$ cat config.mk
export PLATFORM = sky130hd
export DESIGN_NAME = pc_sequencer_flat
export DESIGN_NICKNAME = d
export VERILOG_FILES = /design/src/rtl/pc_pkg.sv /design/src/rtl/pc_sequencer_if.sv /design/src/rtl/ras_stack.sv /design/src/rtl/pc_sequencer.sv /design/src/flat_wrapper.sv
export SDC_FILE = /design/constraint.sdc
export NUM_CORES = 1
export LEC_CHECK = 0
export CAP_MARGIN = 20
export CORE_MARGIN = 3
export CORE_UTILIZATION = 47
export DETAILED_ROUTE_END_ITERATION = 16
export GPL_TIMING_DRIVEN = 0
export HOLD_SLACK_MARGIN = 0.12
export PLACE_DENSITY = 0.86
export SYNTH_ARGS = -nofsm -noshare
export SYNTH_HDL_FRONTEND = slang
export SYNTH_HIERARCHICAL = 1
export SYNTH_SLANG_ARGS = --single-unit
$ cat constraint.sdc
create_clock -name clk -period 4.2 [get_ports clk]
set_input_delay 0.84 -clock clk [delete_from_list [all_inputs] [get_ports clk]]
set_output_delay 0.84 -clock clk [all_outputs]
set_load 0.01 [all_outputs]
$ cat src/rtl/pc_pkg.sv
// rtl/pc_pkg.sv - shared types and defaults for the fetch-stage PC sequencer
package pc_pkg;

    typedef enum logic [2:0] {
        SEL_SEQ,
        SEL_HOLD,
        SEL_BR,
        SEL_RET,
        SEL_CALL,
        SEL_JMP
    } pc_sel_e;

    localparam int unsigned PC_RESET_VEC = 0;
    localparam int unsigned PC_INC       = 1;

endpackage

$ cat src/rtl/pc_sequencer_if.sv
// rtl/pc_sequencer_if.sv - control and status bundle between fetch control and the PC sequencer
interface pc_sequencer_if #(
    parameter int ADDR_W = 32
) ();

    logic              stall;
    logic              br_taken;
    logic [ADDR_W-1:0] br_target;
    logic              jmp_en;
    logic              call;
    logic              ret;
    logic [ADDR_W-1:0] jmp_target;
    logic [ADDR_W-1:0] pc;
    logic [ADDR_W-1:0] pc_plus;
    logic              ras_empty;
    logic              ras_full;
    logic              ras_ovf;
    logic              ras_unf;

    modport master (
        output stall, br_taken, br_target, jmp_en, call, ret, jmp_target,
        input  pc, pc_plus, ras_empty, ras_full, ras_ovf, ras_unf
    );

    modport slave (
        input  stall, br_taken, br_target, jmp_en, call, ret, jmp_target,
        output pc, pc_plus, ras_empty, ras_full, ras_ovf, ras_unf
    );

endinterface

$ cat src/rtl/ras_stack.sv
// rtl/ras_stack.sv - circular return-address stack with sticky overflow and underflow pulse
module ras_stack #(
    parameter int ADDR_W    = 32,
    parameter int RAS_DEPTH = 4
) (
    input  logic              clk,
    input  logic              rst,
    input  logic              push,
    input  logic              pop,
    input  logic [ADDR_W-1:0] push_data,
    output logic [ADDR_W-1:0] top_data,
    output logic              empty,
    output logic              full,
    output logic              ovf,
    output logic              unf
);

    localparam int PTR_W = $clog2(RAS_DEPTH);
    localparam int CNT_W = $clog2(RAS_DEPTH + 1);
    localparam logic [CNT_W-1:0] FULL_CNT = CNT_W'(RAS_DEPTH);

    logic [ADDR_W-1:0] mem [RAS_DEPTH];
    logic [PTR_W-1:0]  top_ptr;
    logic [PTR_W-1:0]  ptr_up;
    logic [CNT_W-1:0]  count;

    // top_ptr always names the most recent entry; a push lands one slot above it,
    // which on a full stack is exactly the oldest entry being overwritten
    assign ptr_up   = top_ptr + 1'b1;
    assign top_data = mem[top_ptr];
    assign empty    = (count == '0);
    assign full     = (count == FULL_CNT);

    // pointer, occupancy and error flags; a pop on an empty stack changes nothing but flags it
    always_ff @(posedge clk or negedge rst) begin
        if (!rst) begin
            top_ptr <= '0;
            count   <= '0;
            ovf     <= 1'b0;
            unf     <= 1'b0;
        end else begin
            unf <= pop && (count == '0);
            if (push) begin
                top_ptr <= ptr_up;
                if (count == FULL_CNT) begin
                    ovf <= 1'b1;
                end else begin
                    count <= count + 1'b1;
                end
            end else if (pop && (count != '0)) begin
                top_ptr <= top_ptr - 1'b1;
                count   <= count - 1'b1;
            end
        end
    end

    // entry storage needs no reset: count gates every read that matters
    always_ff @(posedge clk) begin
        if (push) begin
            mem[ptr_up] <= push_data;
        end
    end

endmodule

$ cat src/rtl/pc_sequencer.sv
// rtl/pc_sequencer.sv - MIPS fetch program counter; return-address stack built only when PC_RAS_EN is defined
module pc_sequencer
    import pc_pkg::*;
#(
    parameter int          ADDR_W    = 32,
    parameter int unsigned RESET_VEC = PC_RESET_VEC,
    parameter int unsigned INC       = PC_INC,
    parameter int          RAS_DEPTH = 4
) (
    input  logic          clk,
    input  logic          rst,
    pc_sequencer_if.slave bus
);

    localparam logic [ADDR_W-1:0] RESET_W = ADDR_W'(RESET_VEC);
    localparam logic [ADDR_W-1:0] INC_W   = ADDR_W'(INC);

    if ((RAS_DEPTH < 2) || ((RAS_DEPTH & (RAS_DEPTH - 1)) != 0)) begin : g_bad_depth
        $error("RAS_DEPTH must be a power of two of at least 2");
    end

    pc_sel_e           sel;
    logic [ADDR_W-1:0] next_pc;
    logic [ADDR_W-1:0] pc_q;
    logic [ADDR_W-1:0] pc_plus_q;
    logic [ADDR_W-1:0] ret_addr;

    // redirect priority; any redirect beats stall, ret beats a simultaneous call
    always_comb begin
        sel = SEL_SEQ;
        if (bus.br_taken) begin
            sel = SEL_BR;
        end else if (bus.ret) begin
            sel = SEL_RET;
        end else if (bus.call) begin
            sel = SEL_CALL;
        end else if (bus.jmp_en) begin
            sel = SEL_JMP;
        end else if (bus.stall) begin
            sel = SEL_HOLD;
        end
    end

`ifdef PC_RAS_EN
    logic              ras_empty;
    logic [ADDR_W-1:0] ras_top;
    logic              push;
    logic              pop;

    // pushed return address is the already-registered pc + INC of the call itself
    assign push = (sel == SEL_CALL);
    assign pop  = (sel == SEL_RET);

    ras_stack #(
        .ADDR_W    (ADDR_W),
        .RAS_DEPTH (RAS_DEPTH)
    ) u_ras (
        .clk       (clk),
        .rst       (rst),
        .push      (push),
        .pop       (pop),
        .push_data (pc_plus_q),
        .top_data  (ras_top),
        .empty     (ras_empty),
        .full      (bus.ras_full),
        .ovf       (bus.ras_ovf),
        .unf       (bus.ras_unf)
    );

    assign bus.ras_empty = ras_empty;
    assign ret_addr      = ras_empty ? bus.jmp_target : ras_top;
`else
    // without a stack a return is just an indirect jump through jmp_target
    assign ret_addr      = bus.jmp_target;
    assign bus.ras_empty = 1'b1;
    assign bus.ras_full  = 1'b0;
    assign bus.ras_ovf   = 1'b0;
    assign bus.ras_unf   = 1'b0;
`endif

    // next fetch address; sequential step reuses the registered pc + INC
    always_comb begin
        next_pc = pc_plus_q;
        case (sel)
            SEL_HOLD: next_pc = pc_q;
            SEL_BR:   next_pc = bus.br_target;
            SEL_RET:  next_pc = ret_addr;
            SEL_CALL: next_pc = bus.jmp_target;
            SEL_JMP:  next_pc = bus.jmp_target;
            default:  next_pc = pc_plus_q;
        endcase
    end

    // pc and pc_plus are registered together so pc_plus never lags pc
    always_ff @(posedge clk or negedge rst) begin
        if (!rst) begin
            pc_q      <= RESET_W;
            pc_plus_q <= RESET_W + INC_W;
        end else begin
            pc_q      <= next_pc;
            pc_plus_q <= next_pc + INC_W;
        end
    end

    assign bus.pc      = pc_q;
    assign bus.pc_plus = pc_plus_q;

endmodule

$ cat src/flat_wrapper.sv
// flat-port wrapper written by rule: the top's interface ports become plain ports
module pc_sequencer_flat import pc_pkg::*;
#(
    parameter int          ADDR_W    = 32,
    parameter int unsigned RESET_VEC = PC_RESET_VEC,
    parameter int unsigned INC       = PC_INC,
    parameter int          RAS_DEPTH = 4
)
  (clk, rst, bus_stall, bus_br_taken, bus_br_target, bus_jmp_en, bus_call, bus_ret, bus_jmp_target, bus_pc, bus_pc_plus, bus_ras_empty, bus_ras_full, bus_ras_ovf, bus_ras_unf);
  pc_sequencer_if #(.ADDR_W(ADDR_W)) bus_i ();
  input  logic clk;
  input  logic rst;
  input wire logic [$bits(bus_i.stall)-1:0] bus_stall;
  input wire logic [$bits(bus_i.br_taken)-1:0] bus_br_taken;
  input wire logic [$bits(bus_i.br_target)-1:0] bus_br_target;
  input wire logic [$bits(bus_i.jmp_en)-1:0] bus_jmp_en;
  input wire logic [$bits(bus_i.call)-1:0] bus_call;
  input wire logic [$bits(bus_i.ret)-1:0] bus_ret;
  input wire logic [$bits(bus_i.jmp_target)-1:0] bus_jmp_target;
  output wire logic [$bits(bus_i.pc)-1:0] bus_pc;
  output wire logic [$bits(bus_i.pc_plus)-1:0] bus_pc_plus;
  output wire logic [$bits(bus_i.ras_empty)-1:0] bus_ras_empty;
  output wire logic [$bits(bus_i.ras_full)-1:0] bus_ras_full;
  output wire logic [$bits(bus_i.ras_ovf)-1:0] bus_ras_ovf;
  output wire logic [$bits(bus_i.ras_unf)-1:0] bus_ras_unf;
  assign bus_i.stall = bus_stall;
  assign bus_i.br_taken = bus_br_taken;
  assign bus_i.br_target = bus_br_target;
  assign bus_i.jmp_en = bus_jmp_en;
  assign bus_i.call = bus_call;
  assign bus_i.ret = bus_ret;
  assign bus_i.jmp_target = bus_jmp_target;
  assign bus_pc = bus_i.pc;
  assign bus_pc_plus = bus_i.pc_plus;
  assign bus_ras_empty = bus_i.ras_empty;
  assign bus_ras_full = bus_i.ras_full;
  assign bus_ras_ovf = bus_i.ras_ovf;
  assign bus_ras_unf = bus_i.ras_unf;
  pc_sequencer #(.ADDR_W(ADDR_W), .RESET_VEC(RESET_VEC), .INC(INC), .RAS_DEPTH(RAS_DEPTH)) u_core (.clk(clk), .rst(rst), .bus(bus_i));
endmodule
* After elaboration in Yosys (flattened, before gate mapping)
Index checks and enable logic that the tools add are counted.
** Operators by class
- Equal/unequal tests :: 5
- Reductions and logical operators :: 1
- $add $sub $neg :: 1
- Muxes and demuxes :: 6
** Operators by type and width (count)
- 32-bit case mux with 3 select lines :: 1
- 32-bit by 1-bit adder with 32-bit output, second input constant :: 1
- 3-bit 2-to-1 mux :: 4
- 3-bit by 2-bit equality test with 1-bit output, second input constant :: 2
- 3-bit equality test, second input constant :: 2
- 3-bit by 1-bit equality test with 1-bit output, second input constant :: 1
- 3-bit OR reduction :: 1
- 1-bit 2-to-1 mux :: 1
** Storage, ports and cells
- Output and inout bits :: 68
- Word-level logic and storage cells :: 15
- Register bits after elaboration :: 64

* Longest topological paths before layout
Gate-level depths: netlist of the first run.
- Word-level depth :: 9
- Mapped depth :: 13

* Worst setup path after synthesis of the first run
Ideal clock, no wire load.
- Kind :: input-to-reg
- Start :: in bus_br_taken
- End :: reg u_core.pc_plus_q[16] (netlist: u_core/bus.pc_plus[16])
- Path buffers :: 2
- Slack :: 1.022 ns
- Data arrival time :: 3.055 ns
- Library setup time :: 0.122 ns
- Data required time :: 4.078 ns
- Stages on the path :: 12
- Cells stage by stage :: buf_6 nor4_2 nand2b_1 clkbuf_1 o22ai_1 inv_1 ha_1 inv_1 nor3b_2 and3_1 nor2b_1 xnor2_1
** On the way
- Word-level cells in the longest chain between the ends :: 5
- Elaborated cells on any way between the ends :: 9
- Classes of those cells :: 1 x add/sub; 5 x eq/ne; 2 x mux; 1 x reduce/logical
** Ends and longest elaborated chain
- from (decl) :: RTL line flat_wrapper.sv:14 : input wire logic [$bits(bus_i.br_taken)-1:0] bus_br_taken;
- 3-bit 2-to-1 mux (*) :: RTL line pc_sequencer.sv:31 : if (bus.br_taken) begin
- 3-bit by 2-bit equality test with 1-bit output / 3-bit equality test (equally long branches) :: RTL line pc_sequencer.sv:84 : case (sel)
- 3-bit OR reduction (no line)
- 32-bit case mux with 3 select lines (*) :: RTL line pc_sequencer.sv:84
- net u_core.next_pc[1] :: RTL line pc_sequencer.sv:23 : logic [ADDR_W-1:0] next_pc;
- 32-bit by 1-bit adder with 32-bit output (*) :: RTL line pc_sequencer.sv:101 : pc_plus_q <= next_pc + INC_W;
- to (signal assigned) :: RTL line pc_sequencer.sv:98 : pc_plus_q <= RESET_W + INC_W;
- to (signal assigned) :: RTL line pc_sequencer.sv:101
- to (decl) :: RTL line pc_sequencer.sv:25 : logic [ADDR_W-1:0] pc_plus_q;
Mark *: on every way through the listed nets, which the timed path passes. The rest lies on a longest branch.

* Final worst setup path of the first run
- Start :: in bus_call
- End :: reg u_core.pc_plus_q[16] (netlist: u_core/bus.pc_plus[16])
** On the way
- Word-level cells in the longest chain between the ends :: 7
- Elaborated cells on any way between the ends :: 11
- Classes of those cells :: 1 x add/sub; 5 x eq/ne; 4 x mux; 1 x reduce/logical
** Ends and longest elaborated chain
- from (decl) :: RTL line flat_wrapper.sv:17 : input wire logic [$bits(bus_i.call)-1:0] bus_call;
- 3-bit 2-to-1 mux (*) :: RTL line pc_sequencer.sv:35 : end else if (bus.call) begin
- 3-bit 2-to-1 mux (*) :: RTL line pc_sequencer.sv:33 : end else if (bus.ret) begin
- 3-bit 2-to-1 mux (*) :: RTL line pc_sequencer.sv:31
- 3-bit by 2-bit equality test with 1-bit output / 3-bit equality test (equally long branches) :: RTL line pc_sequencer.sv:84
- 3-bit OR reduction (no line)
- 32-bit case mux with 3 select lines (*) :: RTL line pc_sequencer.sv:84
- net u_core.next_pc[1] :: RTL line pc_sequencer.sv:23
- 32-bit by 1-bit adder with 32-bit output (*) :: RTL line pc_sequencer.sv:101
Marks and branches as above.

==> out/summary.md, run 1 <==
### Routing
- **routed vias/inst** 5.40
- **DRC Markers** 0
- **mean routed wirelength per cell** 17.8 µm
- **detailed router's first-iteration violation count** 174
- **Via Count** 3,240
- **Detailed Routing Iterations Pass 1** 4
- **DRT antenna net count** 0
- **Routed Wire Length** 10,700 µm

### Final layout
- **post-layout instance area** 5170 µm²
- **most frequent cells in the layout** clkdlybuf4s50_1, dfrtp_1, nor2_1, nand2_1, inv_1
- **final non-filler cell total** 600
- **net total in the final layout** 571
- **most frequent standard cell in the layout excluding fill and tap cells** clkdlybuf4s50_1
- **area added between synthesis and finish** 47.3%
- **count of inserted antenna diode cells** 0
- **share of post-route cells with drive strength above 1** 0.115

### Setup path
- **Setup CP Type** in2reg
- **required time of the worst setup path** 4410 ps
- **critical path endpoint category** register
- **Data arrival, critical path** 4170 ps
- **Crit Path Max Fanout** 10
- **crit start category** primary input

### STA
- **Least-Margin Pin Slew** 860 ps
- **worst setup skew after layout** 5.86 ps
- **final critical-path share of the clock period** 0.944
- **Setup-failing EPs final** 0
- **setup repair after global routing missed its margin** false
- **fmax** 0.252 GHz
- **final slew viol count** 0
- **Slew HR** 0.420
- **count of final hold-check violations** 0
- **minimum period implied by the final worst setup slack** 3960 ps
- **Worst Setup Slack, final** 237 ps
- **total negative slack** 0 ps
- **worst hold slack** 574 ps

### Floorplanning
- **starting utilization of the core area** 0.500
- **Vert. Die Dim** 92.4 µm
- **horizontal die dimension** 92.4 µm
- **I/O pin cnt** 139
- **standard cell core area** 7020 µm²
- **count of standard-cell rows** 30
- **die area** 8540 µm²

### Clock tree
- **buffers inserted during post-CTS setup optimization** 0
- **Max Root-Sink Buffers** 2
- **CTS H-tree lvls** 3
- **clock latency on the worst-skew pair** 330 ps
- **TritonCTS buffer count** 9
- **root buffer cell** clkbuf_8
- **hold bufs inserted after CTS** 0
- **clock transition at the registers of the reported paths** 60 ps
- **Sinks on Clock Net** 64
- **CTS tree** built

### Status
- **outcome** complete, no violations

### Min path
- **path type of the worst min-delay path** in2async

### Synth
- **primary flip-flop cell chosen by synthesis mapping** dfrtp_1
- **register bit total from synthesis** 64
- **YS warnings** 6
- **count of flip-flops with a built-in enable after synthesis** 0
- **biggest area consumer among synthesized cells** dfrtp_1
- **post-synth design cell area** 3510 µm²
- **number of distinct standard cells referenced by the synthesized netlist** 51
- **sequential fraction of the synthesis area** 0.457
- **top-area cell type share of the netlist area** 0.449
- **share of synthesized flip-flops with an asynchronous set or reset** 1.00
- **average footprint of a synthesized cell** 9.94 µm²
- **cell types with the largest area share after synthesis** dfrtp_1, xnor2_1, nor2_1, xor2_1, nand2_1
- **synthesized instance count** 353

### Global routing
- **antenna violations before repair** 0
- **number of global-route vias before repair** 3,235
- **overall fraction of global-route tracks in use** 0.254
- **global-route wire length before repair** 16,900 µm
- **largest net degree at the start of global routing** 34
- **GR Overflow Total** 0

### Power and ir drop
- **leakage component of the power** 2.15 nW
- **Peak VDD IR** 0.000210 V
- **Power Dens Cells** 314 nW/µm²

### Placement
- **cell area after placement** 4970 µm²
- **pre-CTS worst setup slack** -315 ps
- **DP Cell Count** 584
- **buffers added on ports** 132
- **global placement routability congestion** 0.848
- **half-perimeter wire length after detailed placement** 8140 µm

### Job
- **max cap viols** 0

[worst paths after layout]
kind / start / endpoint / slack (ps) / cells past startpoint
max in group asynchronous: rst / u_core/bus.pc_plus[0]$_DFF_PN1_ / 2940 / 2
min reg2reg: u_core/bus.pc_plus[8]$_DFF_PN0_ / u_core/bus.pc[8]$_DFF_PN0_ / 590 / 1
min: rst / u_core/bus.pc_plus[1]$_DFF_PN0_ / 570 / 1
min in group clk: u_core/bus.pc_plus[8]$_DFF_PN0_ / u_core/bus.pc[8]$_DFF_PN0_ / 590 / 1
max: bus_call / u_core/bus.pc_plus[16]$_DFF_PN0_ / 240 / 12
max reg2reg: u_core/bus.pc[0]$_DFF_PN0_ / u_core/bus.pc_plus[22]$_DFF_PN0_ / 1740 / 10
[stage by stage]
step           utilization  power (W)
2_1_floorplan            -   0.000902
3_3_place_gp         0.706    0.00114
3_5_place_dp         0.708    0.00115
4_1_cts              0.736    0.00163
5_1_grt              0.736    0.00169
6_report             0.736    0.00162
[critical path, cell delays in order]
cell and delay, ps:
clkdlybuf4s50_1 510, nor4_4 590, nand2b_1 300, clkbuf_2 310
o22ai_1 420, inv_1 150, ha_1 220, inv_1 130
nor3b_2 110, and3_1 270, nor2b_1 170, xnor2_1 130
[repair_timing]
item	in CTS	in global routing
endpoints found under the hold margin	0	0
resized for setup	1	2
setup endpoints to repair	1	3
cloned	0	0
[logic make-up after synthesis]
family,share of synthesized area
adder cells (fa/ha/maj),0.00357
flip-flops,0.457
multiplexers,0.0542
other,0.00214
XOR/XNOR,0.0724
buffers and inverters,0.0635
AO/OA/AOI/OAI,0.126
AND/OR/NAND/NOR,0.222
[Yosys cell counts (2+ instances only)]
cell type / number
o21ai_0: 12
and2_1: 6
nor3_1: 6
xor2_1: 13
o22ai_1: 2
mux2i_1: 10
o22a_1: 7
mux2_2: 6
dfrtp_1: 63
buf_6: 3
a21oi_1: 13
nor3b_1: 13
nand4_1: 2
nor4_2: 4
and4_1: 2
and3_1: 2
nand3_1: 10
nor2b_1: 11
conb_1: 2
nand2_1: 28
o21a_1: 2
buf_2: 10
nand2b_1: 9
nor2_1: 33
o2111ai_1: 2
xnor2_1: 16
o32ai_1: 3
clkbuf_1: 5
a311o_1: 6
o221a_2: 4
inv_1: 23
buf_4: 4
or3_1: 3
[cell type report]
| type | instances | area [µm²] |
|---|---|---|
| Buffer | 23 | 138 |
| Clock buffer | 13 | 169 |
| Clock inverter | 3 | 15.0 |
| Fill cell | 529 | 1850 |
| Inverter | 23 | 86.3 |
| Multi-Input combinational cell | 245 | 1700 |
| Sequential cell | 64 | 1600 |
| Tap cell | 96 | 120 |
| Timing Repair Buffer | 133 | 1340 |
[registers in the layout, summed over array words and instances, names as in the netlist]
signal / cells
u_core/bus.pc_plus: 32
u_core/bus.pc: 32
[routing by layer]
metal	GRT usage	routed length [µm]
met5	0	0
met4	0.0903	186
met3	0.0414	824
met1	0.334	4310
met2	0.424	5350
[where the power goes]
group | total (W) | internal (W) | switching, W
logic | 0.000433 | 0.000235 | 0.000198
registers | 0.000709 | 0.000677 | 0.0000329
clock network | 0.000479 | 0.000260 | 0.000219
total | 0.00162 | 0.00117 | 0.000450
(Power assumes the default switching activity.)
==> run 2: changes to the inputs <==
Settings changed: CORE_ASPECT_RATIO set to 0.6.
==> run 2 against run 1 <==
Effect of this change:
- setup slack got worse by 58 ps
- combinational power barely moved
- die area up 0.41%
- worst hold slack got worse by 2.6 ps
- via count grew 2.1%
- global-route usage up 1.2 points
- sequential power up 0.7%
- clock power increased by 46%
- cell count up 0.67%
- non-clock buffer count is the same
- routed wire length rose by 5.3%
- critical path type unchanged
==> out/summary.md, run 2 (same netlist as run 1, synthesis figures left out) <==
### STA
- **Worst Setup Slack, final** 179 ps, -58.1 ps
- **total negative slack** 0 ps, unchanged
- **worst setup skew after layout** 4.82 ps, -1.04 ps
- **count of final hold-check violations** 0, unchanged
- **final slew viol count** 0, unchanged
- **Slew HR** 0.436, +0.0167
- **Setup-failing EPs final** 0, unchanged
- **minimum period implied by the final worst setup slack** 4020 ps, +58.1 ps
- **final critical-path share of the clock period** 0.957, +0.0138
- **Least-Margin Pin Slew** 841 ps, -18.7 ps
- **fmax** 0.249 GHz, -1.4%
- **setup repair after global routing missed its margin** false
- **worst hold slack** 572 ps, -2.63 ps

### Floorplanning
- **Vert. Die Dim** 72.9 µm, -21%
- **horizontal die dimension** 118 µm, +27%
- **starting utilization of the core area** 0.504, +0.00395
- **count of standard-cell rows** 23, -23%
- **standard cell core area** 6960 µm², -0.78%
- **die area** 8570 µm², +0.41%
- **I/O pin cnt** 139, unchanged

### Routing
- **DRT antenna net count** 0, unchanged
- **routed vias/inst** 5.48, +1.5%
- **top routing layer in use** met4
- **Detailed Routing Iterations Pass 1** 5, +1
- **Routed Wire Length** 11,200 µm, +5.3%
- **routed length on met3** 1360 µm, +65%
- **Via Count** 3,309, +2.1%
- **met1 layer wirelength in the final routing** 4970 µm, +15%
- **DRC Markers** 0, unchanged
- **detailed router's first-iteration violation count** 193, +11%
- **mean routed wirelength per cell** 18.6 µm, +4.6%
- **met2 wire length** 4850 µm, -9.3%

### Setup path
- **Crit Path Max Fanout** 10, unchanged
- **Worst R2R End** u_core/bus.pc_plus[30]$_DFF_PN0_
- **critical path endpoint category** register
- **Data arrival, critical path** 4270 ps, +100 ps
- **Worst Reg-to-Reg Cells** 10, unchanged
- **Setup CP Type** in2reg
- **critical register-to-register path startpoint** u_core/bus.pc[1]$_DFF_PN0_
- **required time of the worst setup path** 4440 ps, +30 ps
- **internal reg-to-reg setup slack** 1610 ps, -130 ps
- **crit start category** primary input

### Global routing
- **antenna violations before repair** 0, unchanged
- **GR Overflow Total** 0, unchanged
- **largest net degree at the start of global routing** 35, +2.9%
- **overall fraction of global-route tracks in use** 0.266, +0.0120
- **global-route wire length before repair** 17,500 µm, +3.7%
- **number of global-route vias before repair** 3,238, +0.093%

### Final layout
- **final standard cell utilization of the core** 0.757, +0.0211
- **most frequent standard cell in the layout excluding fill and tap cells** clkdlybuf4s50_1
- **area added between synthesis and finish** 50.3%
- **net total in the final layout** 571, unchanged
- **count of inserted antenna diode cells** 0, unchanged
- **FILL cells** 495, -6.4%
- **post-layout instance area** 5270 µm², +2.1%
- **most frequent cells in the layout** clkdlybuf4s50_1, dfrtp_1, nor2_1, nand2_1, inv_1
- **share of post-route cells with drive strength above 1** 0.115, unchanged

### Placement
- **global placement routability congestion** 0.937, +11%
- **buffers added on ports** 132, unchanged
- **pre-CTS worst setup slack** -173 ps, +142 ps
- **cell area after placement** 4980 µm², +0.10%
- **half-perimeter wire length after detailed placement** 8350 µm, +2.6%

### Clock tree
- **TritonCTS buffer count** 9, unchanged
- **clock latency on the worst-skew pair** 320 ps, about the same
- **root buffer cell** clkbuf_16
- **CTS tree** built
- **Max Root-Sink Buffers** 2, unchanged
- **clock transition at the registers of the reported paths** 50 ps, about the same
- **Sinks on Clock Net** 64, unchanged
- **CTS H-tree lvls** 3, unchanged
- **buffers inserted during post-CTS setup optimization** 0, unchanged

### Power and ir drop
- **Peak VDD IR** 0.000202 V, -3.7%
- **Power Dens Cells** 350 nW/µm², +11%
- **leakage component of the power** 2.20 nW, +2.1%

### Status
- **outcome** complete, no violations

### Min path
- **path type of the worst min-delay path** in2async

### Job
- **max cap viols** 0, unchanged

[run 2: cell counts in the layout (fill, tap and decap cells not counted)]
No cell type changed its count.
[run 2: critical path, cell delays in order]
cell	delay, ps
clkdlybuf4s50_1	510
nor3_2	740
buf_2	430
mux2i_1	120
o21ai_0	470
and2_1	350
nand4_4	200
nor4_2	410
xor2_1	180
[run 2: power breakdown]
part	total (W)	internal [W]	switching, W
clock	0.000697	0.000444	0.000252
combinational	0.000435	0.000235	0.000200
sequential	0.000714	0.000678	0.0000359
total	0.00185	0.00136	0.000488
[run 2: per-layer routing]
metal,global-route usage,vias up
met5,0,-
met4,0.0455,0
met3,0.0968,6
met2,0.407,204
met1,0.373,1592
li1,-,1507
[run 2: worst max-delay path by stage]
| stage | start | end | cells after the start |
|---|---|---|---|
| 6_report | bus_call | u_core/bus.pc_plus[31]$_DFF_PN0_ | 9 |
| 2_1_floorplan | bus_br_taken | u_core/bus.pc_plus[16]$_DFF_PN0_ | 12 |
| 4_1_cts | bus_call | u_core/bus.pc_plus[16]$_DFF_PN0_ | 12 |
| 5_1_grt | bus_call | u_core/bus.pc_plus[31]$_DFF_PN0_ | 9 |
| 3_3_place_gp | bus_call | u_core/bus.pc_plus[16]$_DFF_PN0_ | 12 |
| 3_5_place_dp | bus_call | u_core/bus.pc_plus[16]$_DFF_PN0_ | 12 |
[run 2: metrics by stage]
stage	cells	total power, W
detailed placement	588	0.00115
floorplan	355	0.000902
global route	604	0.00191
global placement	587	0.00114
CTS	604	0.00185
finish	604	0.00185
[run 2: layout make-up]
cell class              count  area (µm²)  area share
well taps                 100         125      0.0237
multi-input cells         245        1700       0.322
flip-flops and latches     64        1600       0.304
clock buffers              13         270      0.0513
repair buffers            133        1340       0.253
inverters                  23        86.3      0.0164
clock inverters             3        15.0     0.00285
plain buffers              23         138      0.0261
[run 2: timing repair]
item                                    4_1_cts  5_1_grt
endpoints found under the setup margin        0        9
hold buffers                                  0        0
gates resized for setup                       0        3
